### config.mk
export PLATFORM = sky130hd
export DESIGN_NAME = tx_arbiter_request_collector
export DESIGN_NICKNAME = d
export VERILOG_FILES = /design/src/rtl/tx_arbiter_request_collector_pkg.sv /design/src/rtl/tx_arbiter_request_collector_rr_packer.sv /design/src/rtl/tx_arbiter_request_collector.sv
export SDC_FILE = /design/constraint.sdc
export NUM_CORES = 1
export LEC_CHECK = 0
export BUFFER_PORTS_ARGS = -buffer_cell sky130_fd_sc_hd__buf_2
export CORE_UTILIZATION = 52
export CTS_CLUSTER_SIZE = 16
export DETAILED_ROUTE_END_ITERATION = 6
export HOLD_SLACK_MARGIN = 0.06
export MAX_ROUTING_LAYER = met4
export PLACE_DENSITY = 0.82
export SLEW_MARGIN = 20
export SYNTH_ARGS = -nofsm -noshare
export SYNTH_HDL_FRONTEND = slang
export SYNTH_HIERARCHICAL = 1
export SYNTH_SLANG_ARGS = --single-unit
### constraint.sdc
create_clock -name i_clk -period 9.6 [get_ports i_clk]
set_input_delay 0.96 -clock i_clk [delete_from_list [all_inputs] [get_ports i_clk]]
set_output_delay 0.96 -clock i_clk [all_outputs]
set_load 0.005 [all_outputs]
### src/rtl/tx_arbiter_request_collector_pkg.sv
// ----------------------------------------------------------------------------
// tx_arbiter_request_collector_pkg
//
// Shared types for the TX arbiter request collector and its round-robin
// packer.
//   NUM_TX_SOURCES       : number of TX sources feeding the arbiter.
//   Tx_Arbiter_Sources_t : 3-bit source ID written into the sequence recorder.
//                          NO_SOURCE marks an unused write slot.
//   src_from_index()     : maps request bit index 0..3 to its source ID.
// ----------------------------------------------------------------------------
package tx_arbiter_request_collector_pkg;

  localparam int NUM_TX_SOURCES = 4;

  typedef enum logic [2:0] {
    NO_SOURCE = 3'd0,
    A2P_1     = 3'd1,
    A2P_2     = 3'd2,
    MASTER    = 3'd3,
    RX_ROUTER = 3'd4
  } Tx_Arbiter_Sources_t;

  // Request bit i belongs to source ID i+1. The explicit case keeps the
  // mapping readable even if the enum encoding ever changes.
  function automatic Tx_Arbiter_Sources_t src_from_index(input logic [1:0] idx);
    Tx_Arbiter_Sources_t src;
    case (idx)
      2'd0:    src = A2P_1;
      2'd1:    src = A2P_2;
      2'd2:    src = MASTER;
      default: src = RX_ROUTER;
    endcase
    return src;
  endfunction

endpackage

### src/rtl/tx_arbiter_request_collector_rr_packer.sv
// ----------------------------------------------------------------------------
// tx_rr_packer
//
// Purely combinational round-robin packer. Scans the eligible mask starting
// at the round-robin pointer (wrapping mod 4) and packs the first i_limit
// eligible sources into consecutive output slots, in scan order.
//
// Ports
//   i_eligible : per-source "has pending work" mask.
//   i_rr_ptr   : index where the scan starts.
//   i_limit    : maximum number of IDs to issue this cycle (0..4). The caller
//                guarantees it never exceeds the number of eligible sources.
//   o_ids      : packed source IDs, slot 0 first; unused slots = NO_SOURCE.
//   o_issued   : per-source mask of the sources placed into a slot.
//   o_count    : number of IDs actually issued.
//   o_next_rr  : index after the last issued source; i_rr_ptr if none.
// ----------------------------------------------------------------------------
module tx_rr_packer
  import tx_arbiter_request_collector_pkg::*;
(
  input  logic [NUM_TX_SOURCES-1:0]                      i_eligible,
  input  logic [1:0]                                     i_rr_ptr,
  input  logic [2:0]                                     i_limit,
  output Tx_Arbiter_Sources_t [NUM_TX_SOURCES-1:0]       o_ids,
  output logic [NUM_TX_SOURCES-1:0]                      o_issued,
  output logic [2:0]                                     o_count,
  output logic [1:0]                                     o_next_rr
);

  logic [1:0] w_idx;
  logic [2:0] w_cnt;

  always_comb begin
    for (int j = 0; j < NUM_TX_SOURCES; j++) begin
      o_ids[j] = NO_SOURCE;
    end
    o_issued  = '0;
    o_next_rr = i_rr_ptr;
    w_idx     = '0;
    w_cnt     = '0;

    // Unrolled scan: offset k visits source (rr_ptr + k) mod 4. The 2-bit
    // addition wraps naturally.
    for (int k = 0; k < NUM_TX_SOURCES; k++) begin
      w_idx = i_rr_ptr + 2'(k);
      if (i_eligible[w_idx] && (w_cnt < i_limit)) begin
        o_ids[w_cnt[1:0]] = src_from_index(w_idx);
        o_issued[w_idx]   = 1'b1;
        o_next_rr         = w_idx + 2'd1;
        w_cnt             = w_cnt + 3'd1;
      end
    end

    o_count = w_cnt;
  end

endmodule

### src/rtl/tx_arbiter_request_collector.sv
// ----------------------------------------------------------------------------
// tx_arbiter_request_collector
//
// Upstream feeder of the TX arbiter's sequence recorder. Counts one-cycle
// "new TLP ready" pulses per source and, every cycle, writes up to four
// source IDs into the recorder in rotating order, bounded by the recorder's
// free space. At most one ID per source per cycle, so per-source arrival
// order is kept and no source can starve another.
//
// Handshake: a pulse on i_req_valid[i] is accepted when o_req_ready[i] is
// high in the same cycle (ready depends on registered state only). A pulse
// while ready is low is dropped and sets the sticky o_overflow_err.
// A recorder write is a single-cycle o_rec_wr_en strobe with no back
// pressure: it is only issued when the recorder has room for all of it.
//
// Ports
//   i_clk, i_arst            : clock, asynchronous active-high reset.
//   i_req_valid[3:0]         : pulses; bit 0 A2P_1, 1 A2P_2, 2 MASTER,
//                              3 RX_ROUTER.
//   o_req_ready[3:0]         : source i's pending counter is not saturated.
//   i_rec_available          : recorder free locations (registered count).
//   i_rec_full               : recorder full.
//   o_rec_wr_en              : write strobe.
//   o_rec_wr_mode            : number of IDs written (1..4), 0 when idle.
//   o_rec_wr_data_1..4       : IDs in grant order; unused = NO_SOURCE.
//   o_overflow_err           : sticky dropped-pulse flag.
//   o_dbg_rr_ptr             : round-robin pointer, for observation only.
// ----------------------------------------------------------------------------
module tx_arbiter_request_collector
  import tx_arbiter_request_collector_pkg::*;
#(
  parameter int FIFO_DEPTH = 10,
  parameter int ADDR_WIDTH = $clog2(FIFO_DEPTH),
  parameter int PEND_WIDTH = 4
) (
  input  logic                          i_clk,
  input  logic                          i_arst,
  input  logic [NUM_TX_SOURCES-1:0]     i_req_valid,
  output logic [NUM_TX_SOURCES-1:0]     o_req_ready,
  input  logic [ADDR_WIDTH:0]           i_rec_available,
  input  logic                          i_rec_full,
  output logic                          o_rec_wr_en,
  output logic [2:0]                    o_rec_wr_mode,
  output Tx_Arbiter_Sources_t           o_rec_wr_data_1,
  output Tx_Arbiter_Sources_t           o_rec_wr_data_2,
  output Tx_Arbiter_Sources_t           o_rec_wr_data_3,
  output Tx_Arbiter_Sources_t           o_rec_wr_data_4,
  output logic                          o_overflow_err,
  output logic [1:0]                    o_dbg_rr_ptr
);

  localparam logic [PEND_WIDTH-1:0] PEND_MAX = '1;

  // State
  logic [PEND_WIDTH-1:0] r_pending [NUM_TX_SOURCES];
  logic [1:0]            r_rr_ptr;
  logic                  r_overflow;

  // Issue decision
  logic [NUM_TX_SOURCES-1:0]                w_eligible;
  logic [NUM_TX_SOURCES-1:0]                w_ready;
  logic [NUM_TX_SOURCES-1:0]                w_accept;
  logic [2:0]                               w_elig_cnt;
  logic [2:0]                               w_limit;
  Tx_Arbiter_Sources_t [NUM_TX_SOURCES-1:0] w_ids;
  logic [NUM_TX_SOURCES-1:0]                w_issued;
  logic [2:0]                               w_count;
  logic [1:0]                               w_next_rr;

  always_comb begin
    w_elig_cnt = '0;
    for (int i = 0; i < NUM_TX_SOURCES; i++) begin
      w_eligible[i] = (r_pending[i] != '0);
      w_ready[i]    = (r_pending[i] != PEND_MAX);
      w_elig_cnt    = w_elig_cnt + 3'(w_eligible[i]);
    end
    w_accept = i_req_valid & w_ready;
  end

  // n = min(eligible count, available space); the eligible count is at most
  // four so that bound is implicit. A full recorder forces zero, and an
  // inconsistent available == 0 with full == 0 falls out of the min as zero.
  always_comb begin
    w_limit = w_elig_cnt;
    if (32'(i_rec_available) < 32'(w_elig_cnt)) begin
      w_limit = 3'(i_rec_available);
    end
    if (i_rec_full) begin
      w_limit = '0;
    end
  end

  tx_rr_packer u_packer (
    .i_eligible (w_eligible),
    .i_rr_ptr   (r_rr_ptr),
    .i_limit    (w_limit),
    .o_ids      (w_ids),
    .o_issued   (w_issued),
    .o_count    (w_count),
    .o_next_rr  (w_next_rr)
  );

  // Issue and arrival on the same source in one cycle cancel out. A
  // saturated counter cannot accept, so it can never wrap upward; an issued
  // counter is nonzero, so it can never wrap downward.
  always_ff @(posedge i_clk or posedge i_arst) begin
    if (i_arst) begin
      for (int i = 0; i < NUM_TX_SOURCES; i++) begin
        r_pending[i] <= '0;
      end
      r_rr_ptr   <= '0;
      r_overflow <= 1'b0;
    end else begin
      for (int i = 0; i < NUM_TX_SOURCES; i++) begin
        r_pending[i] <= r_pending[i] - PEND_WIDTH'(w_issued[i])
                                     + PEND_WIDTH'(w_accept[i]);
      end
      if (w_count != 3'd0) begin
        r_rr_ptr <= w_next_rr;
      end
      r_overflow <= r_overflow | (|(i_req_valid & ~w_ready));
    end
  end

  assign o_req_ready     = w_ready;
  assign o_rec_wr_en     = (w_count != 3'd0);
  assign o_rec_wr_mode   = w_count;
  assign o_rec_wr_data_1 = w_ids[0];
  assign o_rec_wr_data_2 = w_ids[1];
  assign o_rec_wr_data_3 = w_ids[2];
  assign o_rec_wr_data_4 = w_ids[3];
  assign o_overflow_err  = r_overflow;
  assign o_dbg_rr_ptr    = r_rr_ptr;

endmodule

* After elaboration in Yosys (flattened, before gate mapping) *
Index checks and enable logic that the tools add are counted.

cells by class
  bitwise gates (word level) = 7
  reduce and logical (&&, ||, !) cells = 23
  add/sub/neg operators = 20
  equality and inequality tests = 12
  magnitude comparators = 19
  muxes and demuxes = 50

operators with widths
  operator                                                                number
  12-bit bitwise mux                                                      3
  12-bit 2-to-1 mux                                                       3
  3-bit 2-to-1 mux                                                        12
  3-bit one-hot mux with 3 select lines                                   4
  4-bit nonzero test                                                      5
  3-bit demux with 2-bit select                                           3
  2-bit by 3-bit < comparator with 1-bit output (second input constant)   6
  4-bit by 1-bit adder with 4-bit output                                  4
  4-bit 2-to-1 mux                                                        4
  4-bit != test (second input constant)                                   4
  4-bit by 1-bit subtractor with 4-bit output                             4
  2-bit by 1-bit >= comparator with 1-bit output (second input constant)  6
  4-bit OR                                                                3
  1-bit logical AND                                                       11
  1-bit 2-to-1 mux                                                        9
  2-bit by 1-bit adder with 2-bit output (second input constant)          4
  4-bit bitwise AND                                                       2
  1-bit binary-select mux with 2-bit select                               4
  1-bit demux with 2-bit select                                           4
  2-bit by 1-bit == test with 1-bit output (second input constant)        4
  2-bit == test (second input constant)                                   4
  2-bit logical NOT                                                       4
  2-bit 2-to-1 mux                                                        4
  3-bit by 1-bit adder with 3-bit output (second input constant)          2
  16 further kinds                                                        18

storage, ports and cells
  bits of input ports = 12
  bits in registers = 19
  word-level logic and storage cells = 137
  output and inout bits = 23

* Longest topological paths before layout *
Gate-level depths: netlist (run 1).

  word-level depth = 22
  depth in mapped cells = 34
  gate-level depth less buffers = 33

* Hierarchy *
The synthesis (run 1) kept the hierarchy.

by module, submodules not included
  module                        area an instance (µm²)  seq. area each (µm²)  cells an instance  instances
  tx_arbiter_request_collector  1390.1                  475.5                 135                1
  tx_rr_packer                  974.7                   0.0                   130                1

* Worst setup path before layout (run 1) *
Ideal clock, no wire load.

  path kind = reg2out
  from = register r_pending[14] in the netlist's numbering
  to = output port o_rec_wr_en
  arrival = 6.249 ns
  stages on the path, launching flop included = 28
  data required time = 8.640 ns
  slack = 2.391 ns
  buffers on the path = 2
  path through = dfrtp_1 -> inv_1 -> ha_1 -> nand2_1 -> fa_1 -> ha_1 -> ha_1 -> inv_1 -> ha_1 -> a2111o_1 -> a31oi_2 -> mux2i_1 -> o31ai_1 -> ha_1 -> buf_2 -> nor2b_1 -> a2bb2oi_2 -> o21a_1 -> buf_2 -> nand3_1 -> inv_1 -> ha_1 -> nand2_1 -> nor2_1 -> a2bb2oi_4 -> nand2_1 -> mux2i_1 -> or3_1

between the ends
  word-level cells in the longest chain between the ends = 20
  elaborated cells between the ends (all ways) = 31
  those cells by class = add/sub (6); order compare (5); mux (14); reduce/logical (6)

RTL lines
  element                                        RTL line                                      RTL
  start: declaration                             tx_arbiter_request_collector.sv:55            logic [PEND_WIDTH-1:0] r_pending [NUM_TX_SOURCES];
  start signal: indexed assignment               tx_arbiter_request_collector.sv:115           r_pending[i] <= r_pending[i] - PEND_WIDTH'(w_issued[i])
  4-bit nonzero test (*)                         tx_arbiter_request_collector.sv:73            w_eligible[i] = (r_pending[i] != '0);
  via w_eligible[0]                              tx_arbiter_request_collector.sv:60            logic [NUM_TX_SOURCES-1:0] w_eligible;
  1-bit by 1-bit adder with 2-bit output (*)     tx_arbiter_request_collector.sv:75            w_elig_cnt = w_elig_cnt + 3'(w_eligible[i]);
  2-bit by 1-bit adder with 3-bit output (*)     tx_arbiter_request_collector.sv:75
  3-bit by 1-bit adder with 3-bit output (*)     tx_arbiter_request_collector.sv:75
  5-bit by 3-bit < comparator with 1-bit output  tx_arbiter_request_collector.sv:85            if (32'(i_rec_available) < 32'(w_elig_cnt)) begin
  3-bit 2-to-1 mux (*)                           tx_arbiter_request_collector.sv:85
  3-bit 2-to-1 mux (*)                           tx_arbiter_request_collector.sv:88            if (i_rec_full) begin
  via w_limit[1]                                 tx_arbiter_request_collector.sv:64            logic [2:0] w_limit;
  [6 not listed]                                 n/a
  3-bit < comparator                             tx_arbiter_request_collector_rr_packer.sv:46  if (i_eligible[w_idx] && (w_cnt < i_limit)) begin
  1-bit logical AND                              tx_arbiter_request_collector_rr_packer.sv:46
  3-bit 2-to-1 mux                               tx_arbiter_request_collector_rr_packer.sv:46
  3-bit < comparator                             tx_arbiter_request_collector_rr_packer.sv:46
  1-bit logical AND                              tx_arbiter_request_collector_rr_packer.sv:46
  3-bit 2-to-1 mux (*)                           tx_arbiter_request_collector_rr_packer.sv:46
  via o_rec_wr_mode[1]                           tx_arbiter_request_collector.sv:43            output logic [2:0] o_rec_wr_mode,
  3-bit nonzero test (*)                         tx_arbiter_request_collector.sv:126           assign o_rec_wr_en = (w_count != 3'd0);
  end: declaration                               tx_arbiter_request_collector.sv:42            output logic o_rec_wr_en,

The timed path passes the listed nets; every way through them passes the cells marked *. The select of a mux whose other input is x is not followed.

* Worst setup path in the final report (run 1) *
  from = register r_pending[10] in the netlist's numbering
  to = output port o_rec_wr_en

between the ends
  word-level cells in the longest chain between the ends = 20
  elaborated cells between the ends (all ways) = 31
  those cells by class = add/sub (6); order compare (5); mux (14); reduce/logical (6)

RTL lines
  element                                        RTL line
  4-bit nonzero test (*)                         tx_arbiter_request_collector.sv:73
  via w_eligible[1]                              tx_arbiter_request_collector.sv:60
  1-bit by 1-bit adder with 2-bit output (*)     tx_arbiter_request_collector.sv:75
  2-bit by 1-bit adder with 3-bit output (*)     tx_arbiter_request_collector.sv:75
  3-bit by 1-bit adder with 3-bit output (*)     tx_arbiter_request_collector.sv:75
  5-bit by 3-bit < comparator with 1-bit output  tx_arbiter_request_collector.sv:85
  3-bit 2-to-1 mux (*)                           tx_arbiter_request_collector.sv:85
  3-bit 2-to-1 mux (*)                           tx_arbiter_request_collector.sv:88
  via w_limit[1]                                 tx_arbiter_request_collector.sv:64
  [5 not listed]                                 n/a
  3-bit 2-to-1 mux                               tx_arbiter_request_collector_rr_packer.sv:46
  3-bit < comparator                             tx_arbiter_request_collector_rr_packer.sv:46
  1-bit logical AND                              tx_arbiter_request_collector_rr_packer.sv:46
  3-bit 2-to-1 mux                               tx_arbiter_request_collector_rr_packer.sv:46
  3-bit < comparator                             tx_arbiter_request_collector_rr_packer.sv:46
  1-bit logical AND                              tx_arbiter_request_collector_rr_packer.sv:46
  3-bit 2-to-1 mux (*)                           tx_arbiter_request_collector_rr_packer.sv:46
  3-bit nonzero test (*)                         tx_arbiter_request_collector.sv:126

Marks and branches as above.

==> results of run 1 <==
stage by stage:
stage               instances  instance area [um^2]
floorplan                 265                  2365
global placement          346                  2577
detailed placement        346                  2577
CTS                       350                  2623
global route              350                  2623
finish                    350                  2623
placed cells by master (no fill, tap or decap), types with 2 or more instances in the layout:
master    count
o31ai_1       3
buf_2        34
nand2_1      21
nand4_1       4
o21ai_0       6
xor2_1        5
fa_1          5
a222oi_1      3
dfrtp_1      19
a21oi_1      11
nand3_1      11
inv_1        44
nor2_1       12
o211ai_1      5
xnor2_1       8
o22ai_1       4
mux4_2        2
a31oi_1       3
mux2_2        4
nand2b_1      7
ha_1         38
nor2b_1       2
mux2i_1      12
a21o_1        4
mux4_1        2
clkbuf_8      3
or3_1         3
how the worst min path moves through the flow:
stage	depth (start not counted)	end
finish	2	o_overflow_err$_DFF_PP0_
CTS	2	o_overflow_err$_DFF_PP0_
global placement	2	o_overflow_err$_DFF_PP0_
global route	2	o_overflow_err$_DFF_PP0_
floorplan	2	o_overflow_err$_DFF_PP0_
detailed placement	2	o_overflow_err$_DFF_PP0_
Yosys cell counts, types with 2 or more instances:
library cell / number / share of area [%]
mux2_2: 4 / 1.9
inv_1: 44 / 7.0
dfrtp_1: 19 / 20
nand2_1: 21 / 3.3
nand2b_1: 7 / 1.9
o31ai_1: 3 / 0.95
a21o_1: 4 / 1.3
mux4_2: 2 / 1.9
mux2i_1: 12 / 5.1
nand4_1: 4 / 1.1
xnor2_1: 8 / 3.0
clkbuf_1: 2 / 0.32
o22ai_1: 4 / 1.1
mux4_1: 2 / 2.2
fa_1: 5 / 4.2
nor2b_1: 2 / 0.53
a21oi_1: 11 / 2.3
nand3_1: 11 / 2.3
xor2_1: 5 / 1.9
o21ai_0: 6 / 1.3
o211ai_1: 5 / 1.6
ha_1: 38 / 20
buf_2: 3 / 0.63
a31oi_1: 3 / 0.79
or3_1: 3 / 0.79
a222oi_1: 3 / 1.3
nor2_1: 12 / 1.9
routing by layer:
metal  share of wire, %  global-route usage (%)  routed length (um)
met4                1.6                   9.070                  81
met5                  0                       -                   0
met1                 42                   27.81                2094
met2                 50                   37.65                2476
met3                6.2                   3.052                 308
area by class of cell:
class,instances,area (um^2)
multi-input cells,195,1694
clock buffers,4,45.04
flip-flops and latches,19,475.5
inverters,46,172.7
well taps,52,65.06
fillers,377,1732
repair buffers,34,170.2
flip-flops by register name, summed over array words and instances, names as in the netlist:
name / count
o_dbg_rr_ptr: 2
o_overflow_err: 1
r_pending: 16
cell families (layout without fill, tap and decap cells):
family          Yosys count  in the layout  synth area share (%)
compound gates           51             51                 16.19
xor+xnor                 13             13                 4.815
fa+ha+maj                43             43                 24.34
buf+inv                  51             84                 8.254
flops                    19             19                 20.11
mux                      21             21                 11.75
simple gates             67             67                 14.55
worst reg2reg max path, delay by kind of cell, from the launching register on:
family          cells  cell delay, ns
mux                 1            0.25
simple gates        5            0.88
compound gates      7            2.82
buf+inv             7            0.62
xor+xnor            1            0.23
flops               1            0.36
fa+ha+maj          10            2.79
==> impl_metrics.toml, run 1 <==
[outcome]
run_status = "completed"

[timing]
max_freq_mhz = 117.2
fin_worst_skew_ns = 0.003372
worstMarginPinSlew_ns = 0.8842
setup_violations = 0
hold_viol_final = 0
final_max_slew_viol_count = 0
tns_ns = 0
fin_crit_ns = 8.531
period_share_pct = 88.86
timing.slew.headroom_pct = 40.55
whs_ns = 0.5290
setup_ws_ns = 1.069
grt_setup_unrepaired = "false"

[worst_setup_path]
cp_num_cells = 27
critPathLaunch = "r_pending[10]$_DFF_PP0_"
worstSetupPathType = "reg2out"
r2r_setup_slack_ns = 1.56
start_kind = "flop"
crit_top_cell = "ha_1"
path_delay_family = "compound AO/OA/AOI/OAI gates"
cp.required_ns = 8.64
r2r_end = "r_pending[5]$_DFF_PP0_"
cp_slowest_cell = "o31ai_1"
reg2reg_depth = 31
critPathMaxStageDelay_ns = 0.81
endpoint = "o_rec_wr_en"
crit_buf_inv = 5
r2r_start = "r_pending[10]$_DFF_PP0_"
end_kind = "output port"
critPathMaxFanout = 12
critPathArrivalTime_ns = 7.57

[final_layout]
drive_gt1_share_pct = 18.12
finish.utilization_pct = 60.23
num_antenna_cells = 0
nNetsFinal = 354
area_delta_synth_final_pct = 10.90

[clock_tree]
tritoncts = "built"
htree_levels = 1
cts_root_buf = "clkbuf_8"
post-cts-setup-buffer-count = 0
ctsHoldBuffers = 0
ctsLongestPathBuffers = 2
numCtsBuffers = 3
cts_resized = 0
clk_pin_slew_worst_paths_ns = 0.07
clkLatencyLatePin_ns = 0.25
cts_num_sinks = 19

[global_routing]
antenna_found_initial = 0
grt_pass1_vias = 1948
overflow = 0
track_usage_pct = 22.63
grt_pass1_wl_um = 8687
grt_max_degree = 20

[synth]
synth-seq-cells = 19
postSynthAreaPerCell_um2 = 8.924
syn_area_mm2 = 0.002365
synth_cells = 265
yosysWarnings = 6
synth_cell_type_count = 49
synth_nets = 320
synth_edf_count = 0
synth_ff_type = "dfrtp_1"
yosysSeqAreaShare_pct = 20.11
ys_async_sr_fraction_pct = 100.0

[routing]
wl_per_cell_um = 14.17
wl_um = 4960
drt-vias-per-instance = 5.854
route.vias.total = 2049
drc_errors = 0
drtIter0Drc = 268
ant_nets = 0
firstDrtPassIters = 7

[placed_design]
dp_slack_ns = 1.459
io_buffers = 34
gp_congestion = 0.9353
hpwl_um = 4110

[floorplanning]
ios = 35
dieArea_mm2 = 0.004821
core_area_mm2 = 0.004354
die_w_um = 69.44
start_util_pct = 54.31
num_rows = 24
dieHeight_um = 69.44

[hold_path]
hp-start = "o_overflow_err$_DFF_PP0_"
hold_path.class = "reg2reg"

[flow_run]
maxCapViolCount = 0
Power of run 1 is not shown: default switching activity piles up to over one toggle a cycle in this logic, so the estimate is an artifact.
==> run 2, diff against run 1 <==
CORE_MARGIN = 4   (was not set)
SKIP_LAST_GASP = 1   (was not set)
==> run 2 against run 1 <==
  * Non-clock buffer count unchanged
  * Cell area did not move
  * Core utilization is 0.41 points lower
  * Clock-buffer cell count unchanged
  * Worst hold slack got worse by 0.0092 ns
  * Maximum frequency about the same
  * Register-to-register slack hardly changed
  * Critical path depth is the same
  * Clock skew is 0.00074 ns lower
  * Critical path type unchanged
  * Critical endpoint unchanged
==> impl_metrics.toml, run 2 (synthesis gave the netlist of run 1 again) <==
[timing]
fin_worst_skew_ns = 0.002629
final_max_slew_viol_count = 0
fin_crit_ns = 8.524
setup_ws_ns = 1.076
period_share_pct = 88.79
grt_setup_unrepaired = "false"
setup_violations = 0
hold_viol_final = 0
worstMarginPinSlew_ns = 0.8214
timing.slew.headroom_pct = 44.77
tns_ns = 0
max_freq_mhz = 117.3

[clock_tree]
tritoncts = "built"
post-cts-setup-buffer-count = 0
ctsLongestPathBuffers = 2
cts_root_buf = "clkbuf_8"
cts_num_sinks = 19
htree_levels = 1
clkLatencyLatePin_ns = 0.26
clk_pin_slew_worst_paths_ns = 0.07
ctsHoldBuffers = 0
numCtsBuffers = 3
cts_resized = 0

[final_layout]
ff_latch_area_um2 = 475.5
n_fill_cell = 391
largest_reg_flops = 16
regMostFlops = "r_pending"
num_antenna_cells = 0
area_delta_synth_final_pct = 10.90
drive_gt1_share_pct = 18.12
nNetsFinal = 354
mostFrequentLayoutCells = "inv_1 (44), ha_1 (38), buf_2 (34)"
multiInputGateArea_mm2 = 0.001694
final_common_cell = "inv_1"

[floorplanning]
ios = 35
start_util_pct = 53.94
dieHeight_um = 75.44
dieArea_mm2 = 0.005690
die_w_um = 75.44
core_area_mm2 = 0.004384
num_rows = 24

[global_routing]
grt_util_met2_pct = 32.89
grt.met3_usage_pct = 2.111
met1_usage_pct = 25.64
track_usage_pct = 19.72
grt_max_degree = 20
antenna_found_initial = 0
grt_pass1_vias = 1896
grt_pass1_wl_um = 8452
overflow = 0
grt-busiest-layer = "met2"

[placed_design]
io_buffers = 34
hpwl_um = 4242
gp_congestion = 0.9011
dp_slack_ns = 1.468

[worst_setup_path]
end_kind = "output port"
start_kind = "flop"
worstSetupPathType = "reg2out"
critPathMaxFanout = 12
r2r_end = "r_pending[10]$_DFF_PP0_"
reg2reg_depth = 31
cp.required_ns = 8.64
r2r_setup_slack_ns = 1.57
critPathArrivalTime_ns = 7.56
r2r_start = "r_pending[10]$_DFF_PP0_"

[hold_path]
hold_path.class = "reg2reg"
hp-start = "o_overflow_err$_DFF_PP0_"
holdPathStages = 2
worstHoldEndpoint = "o_overflow_err$_DFF_PP0_"

[routing]
drc_errors = 0
ant_nets = 0
drt-vias-per-instance = 5.840
wl_um = 5175
firstDrtPassIters = 5
wl_per_cell_um = 14.79
drtIter0Drc = 330
route.vias.total = 2044

[flow_run]
maxCapViolCount = 0

[outcome]
run_status = "completed"
run 2: layer usage:
metal | part of all wire, % | wire length [um]
met1 | 43 | 2216
met2 | 50 | 2562
met3 | 6.2 | 323
met4 | 1.4 | 72
met5 | 0 | 0
run 2: worst max-delay path, stage by stage (launching register included):
cell and delay (ns):
dfrtp_1 0.36, inv_1 0.07, ha_1 0.20, nand2_1 0.16
fa_1 0.45, ha_1 0.20, ha_1 0.29, inv_1 0.05
ha_1 0.17, a2111o_1 0.41, a31oi_2 0.29, mux2i_1 0.26
o31ai_1 0.77, inv_2 0.24, ha_1 0.33, xor2_1 0.21
a2bb2oi_2 0.23, o21a_1 0.49, nand3_1 0.25, inv_1 0.11
ha_1 0.26, nand2_1 0.16, nor2_1 0.10, a2bb2oi_4 0.29
nand2_1 0.20, mux2i_1 0.16, or3_1 0.45, buf_2 0.16
run 2: worst max path at each step:
stage,from,endpoint,depth (start not counted)
floorplan,r_pending[14]$_DFF_PP0_,o_rec_wr_en,27
finish,r_pending[10]$_DFF_PP0_,o_rec_wr_en,27
CTS,r_pending[10]$_DFF_PP0_,o_rec_wr_en,27
global placement,r_pending[13]$_DFF_PP0_,o_rec_wr_en,26
detailed placement,r_pending[10]$_DFF_PP0_,o_rec_wr_en,27
global route,r_pending[13]$_DFF_PP0_,o_rec_wr_en,26
run 2: area by class of cell:
type,count,area share [%]
multi-input cells,195,64.60
flip-flops and latches,19,18.13
well taps,52,2.481
inverters,46,6.584
repair buffers,34,6.489
clock buffers,4,1.718
run 2: stage by stage:
stage                     area (um^2)  utilization, %  cells  hold WS, ns
after floorplan                  2365               -    265       0.4902
after global placement           2577           58.79    346       0.5272
after detailed placement         2577           58.79    346       0.5095
after CTS                        2623           59.82    350       0.5256
after global routing             2623           59.82    350       0.5604
final                            2623           59.82    350       0.5198
Power of run 2 is left out for the same reason.
